`config.mk`:
```
export PLATFORM = sky130hd
export DESIGN_NAME = cla_adder_pipe
export DESIGN_NICKNAME = d
export VERILOG_FILES = /design/src/rtl/cla_adder_pipe.sv
export SDC_FILE = /design/constraint.sdc
export NUM_CORES = 1
export LEC_CHECK = 0
export ABC_AREA = 0
export ABC_CLOCK_PERIOD_IN_PS = 2900
export CAP_MARGIN = 20
export CORE_MARGIN = 1.5
export CORE_UTILIZATION = 51
export DETAILED_ROUTE_END_ITERATION = 10
export PLACE_DENSITY = 0.88
export SETUP_SLACK_MARGIN = 0.5
export SYNTH_ARGS = -nofsm -noshare
export SYNTH_HDL_FRONTEND = slang
export SYNTH_SLANG_ARGS = --single-unit
```
`constraint.sdc`:
```
create_clock -name clk -period 2.9 [get_ports clk]
set_input_delay 0.435 -clock clk [delete_from_list [all_inputs] [get_ports clk]]
set_output_delay 0.435 -clock clk [all_outputs]
set_load 0.01 [all_outputs]
```
`src/rtl/cla_adder_pipe.sv`:
```
`default_nettype none
// ============================================================================
// Module      : cla_adder_pipe
// Description : Pipelined carry-lookahead adder/subtractor with a valid/ready
//               stream interface. WIDTH bits are split into BLOCK_SIZE-bit
//               lookahead blocks, spread evenly over STAGES register stages.
//               Optional macro CLA_PIPE_FLAGS_EN adds registered signed
//               overflow (out_ovf) and zero (out_zero) result flags.
// Revision    : 1.0 - initial release
// ============================================================================
module cla_adder_pipe #(
    parameter int WIDTH      = 32,
    parameter int BLOCK_SIZE = 4,
    parameter int STAGES     = 2
) (
    input  logic             clk,
    input  logic             rst_n,
    input  logic             in_valid,
    output logic             in_ready,
    input  logic [WIDTH-1:0] in_a,
    input  logic [WIDTH-1:0] in_b,
    input  logic             in_cin,
    input  logic             in_sub,
    output logic             out_valid,
    input  logic             out_ready,
    output logic [WIDTH-1:0] out_sum,
    output logic             out_cout
`ifdef CLA_PIPE_FLAGS_EN
    ,
    output logic             out_ovf,
    output logic             out_zero
`endif
);

    localparam int NUM_BLOCKS = WIDTH / BLOCK_SIZE;
    localparam int BPS        = NUM_BLOCKS / STAGES;
    localparam int SW         = BPS * BLOCK_SIZE;
    localparam int LAST       = STAGES - 1;

    // Subtraction is A + ~B + 1; the carry-in is forced high in that mode.
    logic [WIDTH-1:0] w_b_eff;
    logic             w_c0;
    assign w_b_eff = in_sub ? ~in_b : in_b;
    assign w_c0    = in_sub | in_cin;

    // Per-stage register views shared between neighbouring stages.
    logic [STAGES-1:0] w_st_valid;
    logic [STAGES-1:0] w_st_adv;
    logic [STAGES-1:0] w_st_carry;
    logic [WIDTH-1:0]  w_st_sum [STAGES];
    logic [WIDTH-1:0]  w_st_a   [STAGES];
    logic [WIDTH-1:0]  w_st_b   [STAGES];
`ifdef CLA_PIPE_FLAGS_EN
    logic [STAGES-1:0] w_st_sa;
    logic [STAGES-1:0] w_st_sb;
    logic              w_flag_ovf;
    logic              w_flag_zero;
`endif

    // Backward ready chain: a stage advances when empty or when its successor advances.
    always_comb begin
        logic w_down;
        w_down   = out_ready;
        w_st_adv = '0;
        for (int k = STAGES - 1; k >= 0; k--) begin
            w_st_adv[k] = ~w_st_valid[k] | w_down;
            w_down      = w_st_adv[k];
        end
    end

    for (genvar k = 0; k < STAGES; k++) begin : g_stage
        localparam int LO = k * SW;

        logic             w_up_valid;
        logic [WIDTH-1:0] w_src_a;
        logic [WIDTH-1:0] w_src_b;
        logic [WIDTH-1:0] w_src_sum;
        logic             w_src_c;
        logic [WIDTH-1:0] w_res_sum;
        logic             w_res_c;
        logic             w_load;
        logic             w_unused_src;

        logic             valid_q, valid_d;
        logic [WIDTH-1:0] sum_q, sum_d;
        logic [WIDTH-1:0] a_q, a_d;
        logic [WIDTH-1:0] b_q, b_d;
        logic             carry_q, carry_d;
`ifdef CLA_PIPE_FLAGS_EN
        logic             w_src_sa, w_src_sb;
        logic             sa_q, sa_d, sb_q, sb_d;
`endif

        if (k == 0) begin : g_src_in
            assign w_up_valid = in_valid;
            assign w_src_a    = in_a;
            assign w_src_b    = w_b_eff;
            assign w_src_sum  = '0;
            assign w_src_c    = w_c0;
`ifdef CLA_PIPE_FLAGS_EN
            assign w_src_sa   = in_a[WIDTH-1];
            assign w_src_sb   = w_b_eff[WIDTH-1];
`endif
        end else begin : g_src_prev
            assign w_up_valid = w_st_valid[k-1];
            assign w_src_a    = w_st_a[k-1];
            assign w_src_b    = w_st_b[k-1];
            assign w_src_sum  = w_st_sum[k-1];
            assign w_src_c    = w_st_carry[k-1];
`ifdef CLA_PIPE_FLAGS_EN
            assign w_src_sa   = w_st_sa[k-1];
            assign w_src_sb   = w_st_sb[k-1];
`endif
        end

        // Bits below this stage's slice were consumed upstream; only the slice and above matter here.
        assign w_unused_src = ^{w_src_a, w_src_b};

        // Two-level lookahead over this stage's blocks: bit-level CLA inside each block,
        // group P/G lookahead across blocks, seeded by the incoming inter-stage carry.
        always_comb begin
            logic [SW-1:0]  bit_g;
            logic [SW-1:0]  bit_p;
            logic [BPS-1:0] grp_g;
            logic [BPS-1:0] grp_p;
            logic [BPS:0]   blk_c;
            logic           term;
            logic           ci;
            bit_g     = w_src_a[LO +: SW] & w_src_b[LO +: SW];
            bit_p     = w_src_a[LO +: SW] ^ w_src_b[LO +: SW];
            grp_g     = '0;
            grp_p     = '0;
            blk_c     = '0;
            term      = 1'b0;
            ci        = 1'b0;
            w_res_sum = w_src_sum;
            for (int j = 0; j < BPS; j++) begin
                grp_p[j] = 1'b1;
                for (int i = 0; i < BLOCK_SIZE; i++) begin
                    grp_p[j] = grp_p[j] & bit_p[j*BLOCK_SIZE + i];
                    term     = bit_g[j*BLOCK_SIZE + i];
                    for (int n = i + 1; n < BLOCK_SIZE; n++) begin
                        term = term & bit_p[j*BLOCK_SIZE + n];
                    end
                    grp_g[j] = grp_g[j] | term;
                end
            end
            blk_c[0] = w_src_c;
            for (int j = 1; j <= BPS; j++) begin
                ci = w_src_c;
                for (int m = 0; m < j; m++) begin
                    ci = ci & grp_p[m];
                end
                for (int m = 0; m < j; m++) begin
                    term = grp_g[m];
                    for (int n = m + 1; n < j; n++) begin
                        term = term & grp_p[n];
                    end
                    ci = ci | term;
                end
                blk_c[j] = ci;
            end
            for (int j = 0; j < BPS; j++) begin
                for (int i = 0; i < BLOCK_SIZE; i++) begin
                    ci = blk_c[j];
                    for (int n = 0; n < i; n++) begin
                        ci = ci & bit_p[j*BLOCK_SIZE + n];
                    end
                    for (int m = 0; m < i; m++) begin
                        term = bit_g[j*BLOCK_SIZE + m];
                        for (int n = m + 1; n < i; n++) begin
                            term = term & bit_p[j*BLOCK_SIZE + n];
                        end
                        ci = ci | term;
                    end
                    w_res_sum[LO + j*BLOCK_SIZE + i] = bit_p[j*BLOCK_SIZE + i] ^ ci;
                end
            end
            w_res_c = blk_c[BPS];
        end

        assign w_load = w_up_valid & w_st_adv[k];

        // Stage register next state: load on accept, drain when advancing empty-handed, else hold.
        always_comb begin
            valid_d = valid_q;
            sum_d   = sum_q;
            a_d     = a_q;
            b_d     = b_q;
            carry_d = carry_q;
            if (w_load) begin
                valid_d = 1'b1;
                sum_d   = w_res_sum;
                a_d     = w_src_a;
                b_d     = w_src_b;
                carry_d = w_res_c;
            end else if (w_st_adv[k]) begin
                valid_d = 1'b0;
            end
        end

        // Stage register with asynchronous clear discarding any in-flight operation.
        always_ff @(posedge clk or negedge rst_n) begin
            if (!rst_n) begin
                valid_q <= 1'b0;
                sum_q   <= '0;
                a_q     <= '0;
                b_q     <= '0;
                carry_q <= 1'b0;
            end else begin
                valid_q <= valid_d;
                sum_q   <= sum_d;
                a_q     <= a_d;
                b_q     <= b_d;
                carry_q <= carry_d;
            end
        end

        assign w_st_valid[k] = valid_q;
        assign w_st_sum[k]   = sum_q;
        assign w_st_a[k]     = a_q;
        assign w_st_b[k]     = b_q;
        assign w_st_carry[k] = carry_q;

`ifdef CLA_PIPE_FLAGS_EN
        // Operand sign bits follow the operation so the last stage can judge overflow.
        always_comb begin
            sa_d = w_load ? w_src_sa : sa_q;
            sb_d = w_load ? w_src_sb : sb_q;
        end

        // Sign-bit registers.
        always_ff @(posedge clk or negedge rst_n) begin
            if (!rst_n) begin
                sa_q <= 1'b0;
                sb_q <= 1'b0;
            end else begin
                sa_q <= sa_d;
                sb_q <= sb_d;
            end
        end

        assign w_st_sa[k] = sa_q;
        assign w_st_sb[k] = sb_q;

        if (k == LAST) begin : g_flags
            logic ovf_q, ovf_d;
            logic zero_q, zero_d;

            // Flags are computed from the completed sum and captured alongside it.
            always_comb begin
                ovf_d  = ovf_q;
                zero_d = zero_q;
                if (w_load) begin
                    ovf_d  = (w_src_sa == w_src_sb) & (w_res_sum[WIDTH-1] != w_src_sa);
                    zero_d = (w_res_sum == '0);
                end
            end

            // Flag registers, cleared with the rest of the pipeline.
            always_ff @(posedge clk or negedge rst_n) begin
                if (!rst_n) begin
                    ovf_q  <= 1'b0;
                    zero_q <= 1'b0;
                end else begin
                    ovf_q  <= ovf_d;
                    zero_q <= zero_d;
                end
            end

            assign w_flag_ovf  = ovf_q;
            assign w_flag_zero = zero_q;
        end
`endif
    end

    // The last stage's operand copies have no consumer.
    logic w_unused_tail;
    assign w_unused_tail = ^{w_st_a[LAST], w_st_b[LAST]};
`ifdef CLA_PIPE_FLAGS_EN
    logic w_unused_tail_sign;
    assign w_unused_tail_sign = w_st_sa[LAST] ^ w_st_sb[LAST];
    assign out_ovf  = w_flag_ovf;
    assign out_zero = w_flag_zero;
`endif

    assign in_ready  = w_st_adv[0];
    assign out_valid = w_st_valid[LAST];
    assign out_sum   = w_st_sum[LAST];
    assign out_cout  = w_st_carry[LAST];

endmodule
`default_nettype wire

```
* After elaboration in Yosys (flattened, before gate mapping)
Index checks and enable logic that the tools add are counted.
** Storage, ports and cells
- Register bits :: 116
- Bits in latches :: 0
- RAM bits :: 0
- Bits in read-only memories :: 0
- Input port bits :: 70
- Memories :: 0
** Operators by class
- Add/subtract/negate cells :: 0
- Multipliers :: 0
- Div/mod/pow operators :: 0
- Magnitude comparators :: 0
- Eq/ne operators :: 0
- Shifts and indexed selects :: 0
- Multiplexer cells :: 5
- Bitwise operators :: 252
- Reduce and logical (&&, ||, !) cells :: 2
** Operators with widths (number)
- $and 1x1->1 :: 118
- $or 1x1->1 :: 95
- $and 16x16->16 :: 2
- $mux 32 :: 1
- $not 32->32 :: 1
- $xor 1x1->1 :: 32
- $xor 16x16->16 :: 2
- $mux 1 :: 4
- $reduce_bool 2->1 :: 2
- $not 1->1 :: 2

* Depth between registers and ports, before layout
Gate-level depths: netlist (run 1).
- Depth after elaboration :: 21
- Mapped depth :: 15

* Worst setup path after synthesis (run 1)
OpenSTA, ideal clock, no wires.
- Path type :: input -> register
- From :: in in_sub
- To :: reg g_stage[0].sum_q[15]
- Arrival time :: 2.902 ns
- Data required time :: 2.771 ns
- Setup slack :: -0.131 ns
- Cell stages on the path :: 15
- Cells stage by stage :: buf_4 > buf_2 > xor2_1 > ha_1 > a21oi_1 > a211oi_2 > nor3_2 > o21a_1 > inv_1 > ha_1 > o21ai_0 > nand2b_1 > a21oi_1 > xor2_1 > o21ai_0
** On the way
- Cells in the longest elaborated chain, start to end :: 20
- Elaborated cells between the ends (all ways) :: 59
** Ends and longest elaborated chain
- start, declared :: RTL line 23 : input logic in_sub,
- $mux 32 :: RTL line 43 : assign w_b_eff = in_sub ? ~in_b : in_b;
- $and 16x16->16 or $xor 16x16->16 (tied branches) :: RTL line 129, 130
- $and 1x1->1 (3 in series) :: RTL line 143 : term = term & bit_p[j*BLOCK_SIZE + n];
- $or 1x1->1 (3 in series) :: RTL line 145 : grp_g[j] = grp_g[j] | term;
- $and 1x1->1 (2 in series) :: RTL line 157 : term = term & grp_p[n];
- $or 1x1->1 (3 in series) :: RTL line 159 : ci = ci | term;
- $and 1x1->1 (3 in series) :: RTL line 167 : ci = ci & bit_p[j*BLOCK_SIZE + n];
- $or 1x1->1 (3 in series) :: RTL line 174 : ci = ci | term;
- $xor 1x1->1 * :: RTL line 176 : w_res_sum[LO + j*BLOCK_SIZE + i] = bit_p[j*BLOCK_SIZE + i] ^ ci;
- end signal, assigned :: RTL line 212 : sum_q <= sum_d;
- end, declared :: RTL line 85 : logic [WIDTH-1:0] sum_q, sum_d;
Every way passes the cells marked *; elsewhere a longest branch is shown, timed or not.
A chain may end at the register's enable or synchronous reset.

* Final worst setup path (run 1)
- From :: in in_b[0]
- To :: reg g_stage[0].sum_q[7]
** On the way
- Cells in the longest elaborated chain, start to end :: 17
- Elaborated cells between the ends (all ways) :: 22
** Ends and longest elaborated chain
- start, declared :: RTL line 21 : input logic [WIDTH-1:0] in_b,
- $not 32->32 :: RTL line 43
- $mux 32 * :: RTL line 43
- $and 16x16->16 :: RTL line 129 : bit_g = w_src_a[LO +: SW] & w_src_b[LO +: SW];
- $and 1x1->1 (3 in series) :: RTL line 143
- $or 1x1->1 (3 in series) :: RTL line 145
- $or 1x1->1 * :: RTL line 159
- $and 1x1->1 * (3 in series) :: RTL line 167
- $or 1x1->1 * (3 in series) :: RTL line 174
- $xor 1x1->1 * :: RTL line 176
Marks and branches as above.

==> results of run 1 <==
-- power by group through the flow --
stage	registers (mW)	logic, mW	clock network (mW)
floorplan	1.80	0.824	0
finish	1.73	2.03	0.921
global placement	1.73	1.60	0
global route	1.78	2.18	0.994
CTS	1.73	1.85	0.934
detailed placement	1.75	1.68	0
-- area by class of cell --
cell class              count  area share
clock inverters             7      0.0146
well taps                 108      0.0200
inverters                  12     0.00666
multi-input cells         314       0.413
repair buffers            153       0.217
flip-flops and latches     84       0.311
clock buffers               9      0.0183
-- kinds of logic (layout without fill, tap and decap cells) --
group / after synthesis / after routing
AO/OA/AOI/OAI: 94 / 94
XOR/XNOR: 56 / 56
adder cells (fa/ha/maj): 48 / 48
buffers and inverters: 28 / 181
flip-flops: 84 / 84
multiplexers: 36 / 36
AND/OR/NAND/NOR: 80 / 80
-- cells in the final DEF, fill, tap and decap left out, types with 4 or more instances in the layout --
| cell type | instances |
|---|---|
| dlymetal6s2s_1 | 7 |
| fa_1 | 7 |
| xor2_1 | 22 |
| xor2_2 | 6 |
| o21ai_1 | 9 |
| nand2b_1 | 11 |
| mux2_2 | 36 |
| nor2_1 | 7 |
| nand2_1 | 50 |
| clkbuf_8 | 9 |
| nand4_1 | 4 |
| clkbuf_2 | 4 |
| buf_4 | 43 |
| ha_1 | 25 |
| a21o_1 | 6 |
| clkdlybuf4s50_1 | 82 |
| o21ai_2 | 5 |
| dfrtp_1 | 84 |
| ha_4 | 11 |
| ha_2 | 4 |
| inv_1 | 11 |
| a21oi_2 | 10 |
| o21ai_0 | 43 |
| xnor2_1 | 26 |
| a21oi_1 | 6 |
| dlygate4sd2_1 | 6 |
-- per-stage QoR --
stage	instance area (sq um)	hold WS (ns)
after CTS	6480	0.288
final	6770	0.484
after detailed placement	5900	0.468
after floorplan	4710	0.139
after global routing	6770	0.507
after global placement	5900	0.459
-- state kept, by name, summed over array words and instances (netlist names) --
register and count:
out_cout 1, out_sum 32, g_stage.valid_q 1, g_stage.carry_q 1
out_valid 1, g_stage.a_q 16, g_stage.b_q 16, g_stage.sum_q 16
-- worst min path at each step --
stage / to / slack (ns) / cells after the start
2_1_floorplan: g_stage[0].a_q[16] / 0.14 / 0
3_3_place_gp: g_stage[0].sum_q[7] / 0.46 / 2
3_5_place_dp: g_stage[0].sum_q[2] / 0.47 / 2
4_1_cts: g_stage[0].a_q[20] / 0.29 / 1
5_1_grt: out_sum[26] / 0.51 / 2
6_report: g_stage[0].sum_q[6] / 0.48 / 2
-- per-layer routing --
layer | part of all wire | up-vias
li1 | - | 1750
met1 | 0.40 | 1811
met2 | 0.54 | 117
met3 | 0.044 | 18
met4 | 0.017 | 0
met5 | 0 | -
-- synth_stat cells --
cell	instances	share of area
dfrtp_1	84	0.45
o21ai_0	58	0.062
nand2_1	53	0.043
ha_1	40	0.11
mux2_2	36	0.087
xnor2_1	28	0.053
xor2_1	28	0.053
a21oi_1	19	0.020
inv_1	12	0.0097
nand2b_1	11	0.015
clkbuf_1	8	0.0064
fa_1	8	0.034
nor2_1	8	0.0064
buf_2	7	0.0075
a21o_1	6	0.0097
a211oi_1	4	0.0064
nand4_1	4	0.0054
a211o_1	1	0.0019
a211oi_2	1	0.0027
a31oi_1	1	0.0013
buf_4	1	0.0016
nand3b_1	1	0.0016
nor3_1	1	0.0011
nor3_2	1	0.0021
o211ai_2	1	0.0027
o21a_1	1	0.0016
o2bb2ai_1	1	0.0019
o32ai_2	1	0.0035
or2_2	1	0.0013
-- worst min-delay path, cell delays in order, from the launching register on --
cell     delay (ns)
dfrtp_1        0.35
nand2_1        0.04
o21ai_0        0.06
-- what timing repair did --
item                                   4_1_cts  5_1_grt
setup buffers                               21       13
endpoints found under the hold margin        0       20
pin swaps                                   29       39
gates resized for setup                     48       47
hold buffers                                 0        1
setup endpoints to repair                   15       12
==> metrics.txt, run 1 <==
min-delay src g_stage[0].sum_q[6]; Crit Path Class in2reg; antenna viol nets, final 0; die footprint 0.00972 sq mm; total power draw 4.68 mW; Clock transition at path regs 0.08 ns; GRT Overall Usage 0.239; Clk pwr share 0.197; Crit-path slowest cell ha_1; first-pass GRT wire length 18300 um; busiest grt layer met2; fin cells 687; RSZ-0062 raised after global routing true; met1 Track Usage GR 0.272; synthesized area per cell 10.9 sq um; simple logic cell fraction of the synthesized area 0.0754; Worst Path Required 3.09 ns; CP Launch Point in_b[0]; vias after detailed routing 3696; count of different cell masters after synthesis 29; Post-Place Cells 635; Layout Nets 692; Site Rows 34; drt via density 5.38; IO buf count 104; Mapped Area 0.00466 sq mm; Slew Viols, Final 0; Switch Pwr 1.56 mW; DIE HEIGHT 98.6 um; achievable frequency 0.408 GHz; pin count of the biggest net entering global routing 85; register area share after synthesis 0.451; Synth warnings 0; part of the power in registers 0.371; Reg2Reg Launch Point g_stage[0].a_q[23]; Num CTS Buffers 9; worst ir drop on vdd 0.327 mV; number of diodes 0; setup violators final 0; vias in the first global route 3990; Final Hold Fails 0; Core Util, Final 0.768; worst setup path end g_stage[0].sum_q[7]; Die W 98.6 um; Clock Tree Root clkbuf_8; CP Launch Type input port; core area 0.00881 sq mm; Slew HR 0.711; crit-path max FO 2; Leakage 3.02 nW; met3 global-route usage 0.0546; GPL Wtd Cong 0.894; mux contribution to synthesized area 0.0870; Starting Density 0.529; Synth Area in Compound Gates 0.114; H-tree depth 3; cell-internal power 3.12 mW; largest family of logic cells by synthesized area adder cells; FF-to-FF setup slack 0.52 ns; WP depth 14; layout cells sized above 1 0.282; CP endpoint kind register; Comb pwr share 0.433; setup ws final 0.446 ns; status complete, but fails checks; sw frac 0.334; Setup TNS 0 ns; I/O pin count 105; Power Dens Cells 692 mW/mm^2; Synth Area in Adders 0.142; R2R cell count 9; syn nets 544; Worst Clk Skew 0.0104 ns; Synth Register Bits 84; GR Util met2 0.449; max-cap viol count 0; worst-skew pair later-pin latency 0.34 ns; CTS max path bufs 2; drt pass-1 iters 7; Tcrit/Tclk final 0.846; first-iteration detailed-routing DRC count 96; CP Cell Sequence clkdlybuf4s15_1 -> xor2_1 -> ha_1 -> o211ai_2 -> buf_4 -> buf_4 -> a21o_1 -> nand2_1 -> ha_1 -> o21ai_1 -> nand2b_1 -> a21oi_2 -> xor2_1 -> o21ai_0; reg-to-reg critical path endpoint out_sum[28]; Routed WL 12200 um; Worst-Margin Slew 0.432 ns; total gr overflow 0; CTS tree built; initial antenna violation count 0; CP arrival 2.65 ns; CTS sink count 84; # fillers 532; routed length per placed instance 17.8 um; area of the multi-input gates 0.00279 sq mm; Worst Path Buf+Inv 3; synthesized netlist cell count 426; Place WS -0.143 ns; failing checks DRC; Final min period 2.45 ns; largest delay contributor family on the critical path compound AO/OA/AOI/OAI gates; Register Area 0.00210 sq mm; hpwl dp 7550 um; Synth Area in XOR/XNOR 0.105; # DRC 9; Hold Path Class reg2reg; Layout area overhead 45.2%; slowest cell delay on critical path 0.33 ns
Note: power is estimated with default switching activity, not from simulation.
==> run 2, diff against run 1 <==
ABC_CLOCK_PERIOD_IN_PS = 2490   (was 2900)
clock period = 2.49 ns   (was 2.9 ns; I/O delays follow)
==> metrics.txt, run 2 (synthesized netlist as in run 1, its figures left out) <==
status complete, but fails checks; failing checks DRC; number of diodes 0 (unchanged); setup ws final 0.107 ns (-0.340 ns); drt via density 5.59 (+4.0%); CP Cell Sequence buf_12 -> buf_8 -> buf_4 -> xor2_1 -> ha_1 -> buf_4 -> nand4_1 -> o21a_1 -> inv_1 -> ha_2 -> o21ai_2 -> nand2b_1 -> a21oi_2 -> xor2_1 -> o21ai_1; CTS max path bufs 2 (unchanged); drt pass-1 iters 9 (+2); Clock transition at path regs 0.09 ns (about the same); hold slack 0.493 ns (+0.00909 ns); Layout Nets 717 (+3.6%); CP Launch Type input port; Place WS -0.466 ns (-0.323 ns); CP arrival 2.61 ns (-0.04 ns); # DRC 9 (unchanged); DIE HEIGHT 98.6 um (unchanged); Power Dens Cells 802 mW/mm^2 (+16%); I/O pin count 105 (unchanged); Clock Tree Root clkbuf_8; die footprint 0.00972 sq mm (unchanged); Worst Path Required 2.72 ns (-0.37 ns); worst-skew pair later-pin latency 0.35 ns (about the same); RSZ-0062 raised after global routing true; hpwl dp 7860 um (+4.2%); first-iteration detailed-routing DRC count 141 (+47%); max-cap viol count 0 (unchanged); Worst Clk Skew 0.0119 ns (+0.00144 ns); vias after detailed routing 3982 (+7.7%); routed length per placed instance 20.3 um (+14%); Site Rows 34 (unchanged); antenna viol nets, final 0 (unchanged); first-pass GRT wire length 19900 um (+8.4%); Starting Density 0.529 (unchanged); vias in the first global route 4153 (+4.1%); Hold Path Class reg2reg; crit-path max FO 11 (+9); Die W 98.6 um (unchanged); total gr overflow 0 (unchanged); CTS tree built; core area 0.00881 sq mm (unchanged); GRT Overall Usage 0.265 (+0.0264); Crit-path slowest cell ha_1; setup violators final 0 (unchanged); Tcrit/Tclk final 0.957; Slew HR 0.669 (-0.0424); pin count of the biggest net entering global routing 68 (-20%); Leakage 3.10 nW (+2.6%); Slew Viols, Final 0 (unchanged); Final min period 2.38 ns; H-tree depth 3 (unchanged); achievable frequency 0.420 GHz; GPL Wtd Cong 0.888 (-0.66%); layout cells sized above 1 0.361 (+0.0794); number of flip-flops in the largest register 32 (unchanged); IO buf count 104 (unchanged); initial antenna violation count 0 (unchanged); worst ir drop on vdd 0.368 mV (+13%); slowest cell delay on critical path 0.32 ns (about the same); Num CTS Buffers 9 (unchanged); Worst-Margin Slew 0.496 ns (+0.0647 ns); Routed WL 14500 um (+19%); Crit Path Class in2reg; commonest non-fill, non-tap cells in the layout 82 x dfrtp_1, 82 x clkdlybuf4s50_1, 67 x buf_4; CP endpoint kind register; Final Hold Fails 0 (unchanged); CTS sink count 84 (unchanged); Layout area overhead 52.8%
## run 2: changes by cell type in the layout (fill, tap and decap cells not counted), moves of 5 or more
| cell | change |
|---|---|
| fa_1 | -5 |
| ha_4 | +5 |
| nand2_1 | -6 |
| o21ai_1 | +15 |
| ha_1 | -7 |
| buf_4 | +24 |
| dlymetal6s2s_1 | -6 |
| o21ai_0 | -15 |
| fa_2 | +5 |
| nand2_2 | +5 |
| dlygate4sd2_1 | +5 |
## run 2: per-stage QoR
| stage | total power, mW | TNS [ns] | cell area (sq um) | instances | utilization |
|---|---|---|---|---|---|
| 2_1_floorplan | 3.12 | -0.256 | 4800 | 426 | - |
| 3_3_place_gp | 4.00 | -2.26 | 6110 | 649 | 0.694 |
| 6_report | 5.71 | 0 | 7120 | 712 | 0.809 |
| 4_1_cts | 5.35 | 0 | 6830 | 704 | 0.775 |
| 5_1_grt | 6.00 | 0 | 7120 | 712 | 0.809 |
| 3_5_place_dp | 4.12 | -3.32 | 6110 | 649 | 0.694 |
## run 2: report_power, final
group	internal (mW)	leakage, nW	switching, mW
Combinational	1.47	2.00	1.20
Sequential	1.76	1.01	0.282
Clock	0.493	0.0918	0.499
Total	3.73	3.10	1.98
## run 2: final timing paths
| check | from | to | slack, ns | depth (start not counted) |
|---|---|---|---|---|
| setup / recovery | in_sub | g_stage[0].sum_q[15] | 0.11 | 15 |
| min in group asynchronous | rst_n | g_stage[0].a_q[22] | 0.52 | 2 |
| hold / removal | g_stage[0].sum_q[13] | g_stage[0].sum_q[13] | 0.49 | 2 |
| hold reg to reg | g_stage[0].sum_q[13] | g_stage[0].sum_q[13] | 0.49 | 2 |
| max in group asynchronous | rst_n | g_stage[0].sum_q[1] | 1.35 | 3 |
| setup reg to reg | g_stage[0].a_q[21] | out_sum[27] | 0.21 | 12 |
## run 2: per-layer routing
layer | track usage | wire [um] | up-vias
met2 | 0.485 | 7810 | 180
met5 | 0 | 0 | -
met4 | 0.110 | 634 | 0
li1 | - | - | 1792
met3 | 0.0766 | 853 | 47
met1 | 0.288 | 5170 | 1963
## run 2: timing repair
action / in CTS / in global routing
hold endpoints to repair: 25 / 0
setup buffers: 38 / 8
hold buffers: 1 / 0
pin swaps: 56 / 50
endpoints found under the setup margin: 24 / 28
gates resized for setup: 72 / 60
## run 2: cell type report
| class | count | area, sq um |
|---|---|---|
| clock inverters | 5 | 61.3 |
| multi-input cells | 314 | 3020 |
| clock buffers | 11 | 141 |
| fillers | 476 | 1690 |
| well taps | 108 | 135 |
| inverters | 12 | 45.0 |
| repair buffers | 178 | 1620 |
| flip-flops and latches | 84 | 2100 |
## run 2: critical path: cells and delay by family
| kind | cells | cell delay [ns] |
|---|---|---|
| AO/OA/AOI/OAI | 4 | 0.54 |
| XOR/XNOR | 2 | 0.28 |
| adder cells (fa/ha/maj) | 2 | 0.50 |
| buffers and inverters | 5 | 0.65 |
| AND/OR/NAND/NOR | 2 | 0.25 |
